File: config.mk
export PLATFORM = sky130hd
export DESIGN_NAME = matrix_scan_ctrl_flat
export DESIGN_NICKNAME = d
export VERILOG_FILES = /design/src/rtl/matrix_scan_ctrl_if.sv /design/src/rtl/matrix_scan_ctrl.sv /design/src/flat_wrapper.sv
export SDC_FILE = /design/constraint.sdc
export NUM_CORES = 1
export LEC_CHECK = 0
export BUFFER_PORTS_ARGS = -buffer_cell sky130_fd_sc_hd__buf_2
export CAP_MARGIN = 25
export CORE_MARGIN = 10
export CORE_UTILIZATION = 40
export CTS_CLUSTER_SIZE = 12
export DETAILED_ROUTE_END_ITERATION = 6
export HOLD_SLACK_MARGIN = 0.05
export PLACE_DENSITY = 0.65
export SKIP_CTS_REPAIR_TIMING = 1
export SYNTH_ARGS = -nofsm -noshare
export SYNTH_HDL_FRONTEND = slang
export SYNTH_SLANG_ARGS = --single-unit
export TNS_END_PERCENT = 10
File: constraint.sdc
create_clock -name clk -period 1.9 [get_ports clk]
set_input_delay 0.285 -clock clk [delete_from_list [all_inputs] [get_ports clk]]
set_output_delay 0.285 -clock clk [all_outputs]
set_load 0.01 [all_outputs]
File: src/rtl/matrix_scan_ctrl_if.sv
// Panel-side bundle for matrix_scan_ctrl: scan enable in, pixel index and panel strobes out.
// MATRIX_BRIGHT_EN adds the 3-bit brightness input.
interface matrix_scan_ctrl_if #(
   parameter int unsigned COLS      = 64,
   parameter int unsigned ROWS_HALF = 16
);
   localparam int unsigned ColW = $clog2(COLS);
   localparam int unsigned RowW = $clog2(ROWS_HALF);

   logic            en;
   logic [ColW-1:0] col;
   logic [RowW-1:0] row;
   logic [RowW-1:0] row_addr;
   logic            panel_clk;
   logic            lat;
   logic            oe_n;
   logic            shift;
   logic            frame_done;
`ifdef MATRIX_BRIGHT_EN
   logic [2:0]      brightness;
`endif

   modport master (
`ifdef MATRIX_BRIGHT_EN
      input  brightness,
`endif
      input  en,
      output col, row, row_addr, panel_clk, lat, oe_n, shift, frame_done
   );

   modport slave (
`ifdef MATRIX_BRIGHT_EN
      output brightness,
`endif
      output en,
      input  col, row, row_addr, panel_clk, lat, oe_n, shift, frame_done
   );
endinterface

File: src/rtl/matrix_scan_ctrl.sv
// Scan sequencer for the dual-half RGB panel: SHIFT/BLANK/LATCH/DISPLAY per row plus scroll pulse.
// Optional MATRIX_BRIGHT_EN: brightness input trims the DISPLAY oe_n window.
module matrix_scan_ctrl #(
   parameter int unsigned COLS             = 64,
   parameter int unsigned ROWS_HALF        = 16,
   parameter int unsigned OE_HOLD          = 64,
   parameter int unsigned FRAMES_PER_SHIFT = 8
) (
   input logic                clk,
   input logic                rst_n,
   matrix_scan_ctrl_if.master bus
);
   localparam int unsigned ColW    = $clog2(COLS);
   localparam int unsigned RowW    = $clog2(ROWS_HALF);
   localparam int unsigned SpanMax = (2 * COLS > OE_HOLD) ? 2 * COLS : OE_HOLD;
   localparam int unsigned CntW    = $clog2(SpanMax);
   localparam int unsigned FrmW    = (FRAMES_PER_SHIFT > 1) ? $clog2(FRAMES_PER_SHIFT) : 1;

   localparam logic [CntW-1:0] ShiftLast = CntW'(2 * COLS - 1);
   localparam logic [CntW-1:0] HoldLast  = CntW'(OE_HOLD - 1);
   localparam logic [RowW-1:0] RowLast   = RowW'(ROWS_HALF - 1);
   localparam logic [FrmW-1:0] FrmLast   = FrmW'(FRAMES_PER_SHIFT - 1);

   typedef enum logic [2:0] {StIdle, StShift, StBlank, StLatch, StDisplay} state_e;

   state_e          state_q, state_d;
   logic [CntW-1:0] cnt_q, cnt_d;
   logic [RowW-1:0] row_q, row_d;
   logic [RowW-1:0] row_addr_q, row_addr_d;
   logic [FrmW-1:0] frm_q, frm_d;
   logic            valid_q, valid_d;

   logic row_end, frame_end;

   assign row_end   = (state_q == StDisplay) && (cnt_q == HoldLast);
   assign frame_end = row_end && (row_q == RowLast);

   always_ff @(posedge clk or negedge rst_n) begin
      if (!rst_n) begin
         state_q    <= StIdle;
         cnt_q      <= '0;
         row_q      <= '0;
         row_addr_q <= '0;
         frm_q      <= '0;
         valid_q    <= 1'b0;
      end else begin
         state_q    <= state_d;
         cnt_q      <= cnt_d;
         row_q      <= row_d;
         row_addr_q <= row_addr_d;
         frm_q      <= frm_d;
         valid_q    <= valid_d;
      end
   end

   always_comb begin
      state_d    = state_q;
      cnt_d      = cnt_q;
      row_d      = row_q;
      row_addr_d = row_addr_q;
      frm_d      = frm_q;
      valid_d    = valid_q;
      unique case (state_q)
         StIdle: begin
            if (bus.en) begin
               state_d = StShift;
               cnt_d   = '0;
            end
         end
         // cnt[0] is the panel_clk phase, cnt[ColW:1] the column
         StShift: begin
            if (cnt_q == ShiftLast) begin
               cnt_d   = '0;
               state_d = StBlank;
            end else begin
               cnt_d = cnt_q + CntW'(1);
            end
         end
         StBlank: state_d = StLatch;
         StLatch: begin
            row_addr_d = row_q;
            valid_d    = 1'b1;
            cnt_d      = '0;
            state_d    = StDisplay;
         end
         StDisplay: begin
            if (row_end) begin
               cnt_d   = '0;
               row_d   = (row_q == RowLast) ? '0 : row_q + RowW'(1);
               state_d = bus.en ? StShift : StIdle;
               if (frame_end) frm_d = (frm_q == FrmLast) ? '0 : frm_q + FrmW'(1);
            end else begin
               cnt_d = cnt_q + CntW'(1);
            end
         end
         default: state_d = StIdle;
      endcase
   end

`ifdef MATRIX_BRIGHT_EN
   localparam int unsigned PrdW = CntW + 4;
   logic [PrdW-1:0] on_len;

   always_comb begin
      on_len = ((PrdW'(bus.brightness) + PrdW'(1)) * PrdW'(OE_HOLD)) >> 3;
   end
`endif

   always_comb begin
      bus.col        = '0;
      bus.panel_clk  = 1'b0;
      bus.lat        = 1'b0;
      bus.oe_n       = 1'b1;
      bus.row        = row_q;
      bus.row_addr   = row_addr_q;
      bus.frame_done = frame_end;
      bus.shift      = frame_end && (frm_q == FrmLast);
      unique case (state_q)
         StShift: begin
            bus.col       = cnt_q[ColW:1];
            bus.panel_clk = cnt_q[0];
`ifdef MATRIX_BRIGHT_EN
            bus.oe_n      = 1'b1;
`else
            // keep the previously latched row lit while the next one shifts in
            bus.oe_n      = ~valid_q;
`endif
         end
         StLatch: bus.lat = 1'b1;
         StDisplay: begin
`ifdef MATRIX_BRIGHT_EN
            bus.oe_n = (PrdW'(cnt_q) >= on_len);
`else
            bus.oe_n = 1'b0;
`endif
         end
         default: ;
      endcase
   end
endmodule

File: src/flat_wrapper.sv
// flat-port wrapper written by rule: the top's interface ports become plain ports
module matrix_scan_ctrl_flat 
#(
   parameter int unsigned COLS             = 64,
   parameter int unsigned ROWS_HALF        = 16,
   parameter int unsigned OE_HOLD          = 64,
   parameter int unsigned FRAMES_PER_SHIFT = 8
)
  (clk, rst_n, bus_en, bus_col, bus_row, bus_row_addr, bus_panel_clk, bus_lat, bus_oe_n, bus_shift, bus_frame_done);
  matrix_scan_ctrl_if #(.COLS(COLS), .ROWS_HALF(ROWS_HALF)) bus_i ();
  input logic clk;
  input logic rst_n;
  input wire logic [$bits(bus_i.en)-1:0] bus_en;
  output wire logic [$bits(bus_i.col)-1:0] bus_col;
  output wire logic [$bits(bus_i.row)-1:0] bus_row;
  output wire logic [$bits(bus_i.row_addr)-1:0] bus_row_addr;
  output wire logic [$bits(bus_i.panel_clk)-1:0] bus_panel_clk;
  output wire logic [$bits(bus_i.lat)-1:0] bus_lat;
  output wire logic [$bits(bus_i.oe_n)-1:0] bus_oe_n;
  output wire logic [$bits(bus_i.shift)-1:0] bus_shift;
  output wire logic [$bits(bus_i.frame_done)-1:0] bus_frame_done;
  assign bus_i.en = bus_en;
  assign bus_col = bus_i.col;
  assign bus_row = bus_i.row;
  assign bus_row_addr = bus_i.row_addr;
  assign bus_panel_clk = bus_i.panel_clk;
  assign bus_lat = bus_i.lat;
  assign bus_oe_n = bus_i.oe_n;
  assign bus_shift = bus_i.shift;
  assign bus_frame_done = bus_i.frame_done;
  matrix_scan_ctrl #(.COLS(COLS), .ROWS_HALF(ROWS_HALF), .OE_HOLD(OE_HOLD), .FRAMES_PER_SHIFT(FRAMES_PER_SHIFT)) u_core (.clk(clk), .rst_n(rst_n), .bus(bus_i));
endmodule
# Yosys cells after proc, flatten, opt, wreduce, memory -nomap -nowiden
# Index checks and enable logic that the tools add are counted.
# word_totals
regBits	22
latch_bits	0
mem_bits_rw	0
romBits	0
in_bits	3
output_inout_bits	19
memories	0
# classes
n_addsub	3
n_mul	0
n_div	0
magnitude_cmp	0
eq_ne	11
shift	0
muxes	15
n_bitwise	1
n_reduce_logical	9
# ops
cell	count
7-bit one-hot mux with 4 select lines	1
7-bit 2-to-1 mux	3
3-bit one-hot mux with 5 select lines	1
3-bit 2-to-1 mux	4
7-bit by 1-bit adder with 7-bit output (second input constant)	1
7-bit by 6-bit == test with 1-bit output (second input constant)	1
7-bit == test (second input constant)	1
3-bit by 2-bit == test with 1-bit output (second input constant)	2
3-bit == test (second input constant)	2
6-bit 2-to-1 mux	1
3-bit AND reduction	2
4-bit by 1-bit adder with 4-bit output (second input constant)	1
4-bit == test (second input constant)	1
4-bit 2-to-1 mux	1
2-bit by 1-bit != test with 1-bit output (second input constant)	2
2-bit AND reduction	2
4-bit nonzero test	1
3-bit by 1-bit adder with 3-bit output (second input constant)	1
3-bit by 1-bit == test with 1-bit output (second input constant)	1
1-bit logical AND	3
3-bit zero test	1
1-bit 2-to-1 mux	3
2-bit != test (second input constant)	1
1-bit one-hot mux with 2 select lines	1
1-bit NOT	1

# Logic depth before layout (Yosys ltp)
# logic_depth
depth_word	4
ltp_mapped	6
ltp_nobuf	5

# Worst setup path before layout
# No wires, ideal clock.
# synth_path
path_kind	reg2out
start	register u_core.cnt_q[0]
end	output port bus_shift
t_arrival_ns	1.328
t_required_ns	1.615
path_slack_ns	0.287
stages_incl_launch_ff	7
path_cell_list	dfrtp_1 ha_1 and3_1 buf_4 nand4_4 nor2_4 and2_1
# synth_via
elab_chain_cells	4
# synth_rtl
item	line_no	rtl
start, declared	matrix_scan_ctrl.sv:27	logic [CntW-1:0] cnt_q, cnt_d;
start signal, assigned	matrix_scan_ctrl.sv:48	cnt_q <= cnt_d;
7-bit by 6-bit == test with 1-bit output	matrix_scan_ctrl.sv:35	assign row_end = (state_q == StDisplay) && (cnt_q == HoldLast);
1-bit logical AND	matrix_scan_ctrl.sv:35	
1-bit logical AND	matrix_scan_ctrl.sv:36	assign frame_end = row_end && (row_q == RowLast);
via bus_frame_done	flat_wrapper.sv:21	output wire logic [$bits(bus_i.frame_done)-1:0] bus_frame_done;
1-bit logical AND	matrix_scan_ctrl.sv:117	bus.shift = frame_end && (frm_q == FrmLast);
end, declared	flat_wrapper.sv:20	output wire logic [$bits(bus_i.shift)-1:0] bus_shift;
# The timed path passes the listed nets, and every way through them passes these cells.

# Worst setup path after layout
# layout_path
start	register u_core.cnt_q[1]
end	output port bus_shift
# layout_via
elab_chain_cells	4
# layout_rtl
item	line_no
7-bit by 6-bit == test with 1-bit output	matrix_scan_ctrl.sv:35
1-bit logical AND	matrix_scan_ctrl.sv:35
1-bit logical AND	matrix_scan_ctrl.sv:36
1-bit logical AND	matrix_scan_ctrl.sv:117
# Every way passes these cells.

==> flow_summary.json <==
{
  "finalClockSkew_ns": 0.00563,
  "cts_tree": "yes",
  "detail_route.wl_per_cell_um": 14.3,
  "die_width_um": 75.1,
  "fin_crit_sh_pct": 105,
  "die_h_um": 75.1,
  "yosysMostFrequentCell": "dfrtp_1",
  "power_switching_share_pct": 37.7,
  "worstPathRequired_ns": 1.62,
  "postSynthAreaPerCell_um2": 10.9,
  "ys_types": 37,
  "tightest_slew_ns": 0.490,
  "drv_cap": 0,
  "r2r-end": "u_core.bus.row[1]",
  "syn_nets": 118,
  "p_per_area_nw_per_um2": 1110,
  "syn-instance-count": 111,
  "postRouteAntennaNets": 0,
  "drive_above_1_share_pct": 39.6,
  "cts_max_level": 1,
  "synth_xor_area_share_pct": 2.16,
  "crit_chain": "ha_4 > and3_4 > nand4_4 > nor2_4 > and2_1 > buf_2",
  "clk_pin_slew_worst_paths_ns": 0.13,
  "yosysWarnings": 0,
  "finalWorstSetupSlack_ns": -0.0867,
  "wirelength_mm": 2.50,
  "initial_core_util_pct": 42.9,
  "critPathLaunchType": "flop",
  "yosys.area_share.simple_pct": 22.3,
  "r2r_setup_slack_ns": 0.15,
  "synth-adder-area-share_pct": 4.12,
  "min_from": "bus_en",
  "globalplace.congestion": 0.786,
  "dieArea_um2": 5640,
  "dp.final_hpwl_mm": 1.76,
  "remaining_drc_errors": 0,
  "yosysSeqAreaShare_pct": 45.4,
  "synthTopCellsByArea": "dfrtp_1 (45%), mux2_2 (7.4%), and2_1 (4.6%)",
  "cts_made_buffers": 3,
  "p_comb_share_pct": 45.1,
  "endpoint_kind": "output pin",
  "area_growth_pct": 23.2,
  "synth_top_area_share_pct": 45.4,
  "synth_top_family_by_area": "simple AND/OR/NAND/NOR gates",
  "pre_cts_ws_ns": 0.0999,
  "cpPeakStageDelay_ns": 0.45,
  "p_leak_nw": 0.760,
  "r2r_start": "u_core.cnt_q[1]",
  "ios": 22,
  "pwr-share-seq_pct": 39.2,
  "arrival_ns": 1.70,
  "core_um2": 2830,
  "clock_latency_ns": 0.31,
  "synth_seq_cells": 22,
  "gr-total-overflow": 0,
  "first_iter_violations": 49,
  "n_antenna_cell": 0,
  "min_delay_path_depth": 4,
  "synth_compound_area_share_pct": 15.1,
  "fmax_ghz": 0.503,
  "synth_edf_count": 0,
  "violations": "setup timing",
  "grt_pass1_vias": 878,
  "ys.flop_type": "dfrtp_1",
  "viasPerCell": 5.44,
  "grt_max_degree": 23,
  "grt_first_pass_wirelength_mm": 4.13,
  "p_clk_share_pct": 15.8,
  "rows": 19,
  "synth_async_sr_flop_share_pct": 100,
  "drtPass1Iterations": 4,
  "layout.nets": 152,
  "yosys.area.top_type": "dfrtp_1",
  "run_status": "finished, violations left",
  "hold_viol": 0,
  "synth_common_cells": "dfrtp_1 (22), and2_1 (9), mux2_2 (8)",
  "synthMuxAreaShare_pct": 7.42,
  "path_max_fanout": 5,
  "synth.cell_area_um2": 1210,
  "hold_end": "u_core.state_q[0]",
  "cts_root_buf": "clkbuf_4",
  "slew_headroom_pct": 67.3,
  "track_usage_pct": 9.28,
  "grt_setup_unrepaired": "yes",
  "design_area_um2": 1500,
  "clockBufferDepth": 2,
  "io_buffer_count": 21,
  "vias": 952,
  "cts.sinks": 22,
  "period_minus_slack_ns": 1.99,
  "p_int_mw": 1.04,
  "antenna_found_initial": 0,
  "reg2reg_depth": 6,
  "irDropWorstVdd_mv": 0.641,
  "worstSetupPathType": "flop to output pin",
  "critPathBufInv": 1,
  "place_area_um2": 1330,
  "setup_viol": 1,
  "crit_slowest_cell": "dfrtp_1",
  "final-max-slew-violation-count": 0,
  "hp-class": "input port to flop",
  "critPathTopFamily": "simple AND/OR/NAND/NOR gates",
  "power.switching_mw": 0.626
}
[logic make-up after synthesis]
| logic type | count (synthesis) |
|---|---|
| XOR/XNOR | 3 |
| flip-flops | 22 |
| AO/OA/AOI/OAI | 24 |
| buffers and inverters | 8 |
| multiplexers | 8 |
| adder cells (fa/ha/maj) | 4 |
| AND/OR/NAND/NOR | 42 |
[routing by layer]
| layer | wire length [um] | vias up | GRT usage [%] | part of all wire [%] |
|---|---|---|---|---|
| li1 | - | 465 | - | - |
| met1 | 1180 | 460 | 11.7 | 47 |
| met4 | 14 | 0 | 2.52 | 0.56 |
| met3 | 162 | 2 | 3.29 | 6.5 |
| met5 | 0 | - | 0 | 0 |
| met2 | 1150 | 25 | 14.7 | 46 |
[worst register-to-register path, stage by stage (launching register included)]
cell,delay (ns)
dfrtp_1,0.45
ha_4,0.18
and3_4,0.21
buf_4,0.11
buf_4,0.10
and3_1,0.24
mux2_2,0.35
[flip-flops by register name (all words and copies together), names as in the netlist]
name and count:
u_core.frm_q 3, u_core.bus.row_addr 4, u_core.state_q 3, u_core.cnt_q 7, u_core.valid_q 1, u_core.bus.row 4
[power groups by stage]
stage          Clock (mW)  Sequential [mW]  Combinational (mW)
4_1_cts             0.269            0.643               0.624
2_1_floorplan           0            0.596               0.515
3_5_place_dp            0            0.652               0.622
3_3_place_gp            0            0.648               0.618
5_1_grt             0.295            0.662               0.827
6_report            0.262            0.651               0.749
[stage by stage]
step | hold WS (ns) | setup TNS (ns) | cells | power [mW] | util (%)
global placement | 0.281 | 0 | 159 | 1.27 | 47.1
finish | 0.400 | -0.0867 | 175 | 1.66 | 52.9
detailed placement | 0.281 | 0 | 159 | 1.27 | 47.1
CTS | -0.0680 | -0.485 | 163 | 1.54 | 48.4
floorplan | -0.0106 | 0 | 111 | 1.11 | -
global route | 0.408 | -0.822 | 175 | 1.78 | 52.9
[layout by cell type, fill, tap and decap left out, drive strengths merged]
cell	n
nor3	2
nor2	6
and2	9
a41oi	1
mux2	8
xnor2	3
ha	4
dfrtp	22
o22ai	1
nor2b	1
a21oi	4
a22o	2
o41ai	1
a22oi	1
clkbuf	4
a21bo	1
nor3b	2
o31a	1
inv	3
o21ai	7
and3b	1
a21o	1
dlygate4sd3	1
or3	1
nand2b	6
buf	33
a221o	3
nand4	3
nand2	6
and3	2
nand3	2
a211oi	1
nand3b	1
[cell type report]
type | count | area [um2]
Fill cell | 258 | 1330
Multi-Input combinational cell | 81 | 637
Sequential cell | 22 | 554
Timing Repair Buffer | 34 | 218
Tap cell | 31 | 38.8
Clock buffer | 4 | 36.3
Inverter | 3 | 11.3
[worst max path at each step]
stage | start | to | slack (ns) | cells past startpoint
after CTS | u_core.cnt_q[1] | bus_shift | -0.26 | 6
final | u_core.cnt_q[1] | bus_shift | -0.09 | 6
after floorplan | u_core.cnt_q[0] | bus_shift | 0.29 | 6
after global placement | u_core.cnt_q[0] | bus_shift | 0.14 | 6
after global routing | u_core.cnt_q[1] | bus_shift | -0.22 | 6
after detailed placement | u_core.cnt_q[0] | bus_shift | 0.1 | 6
(Power assumes the default switching activity.)
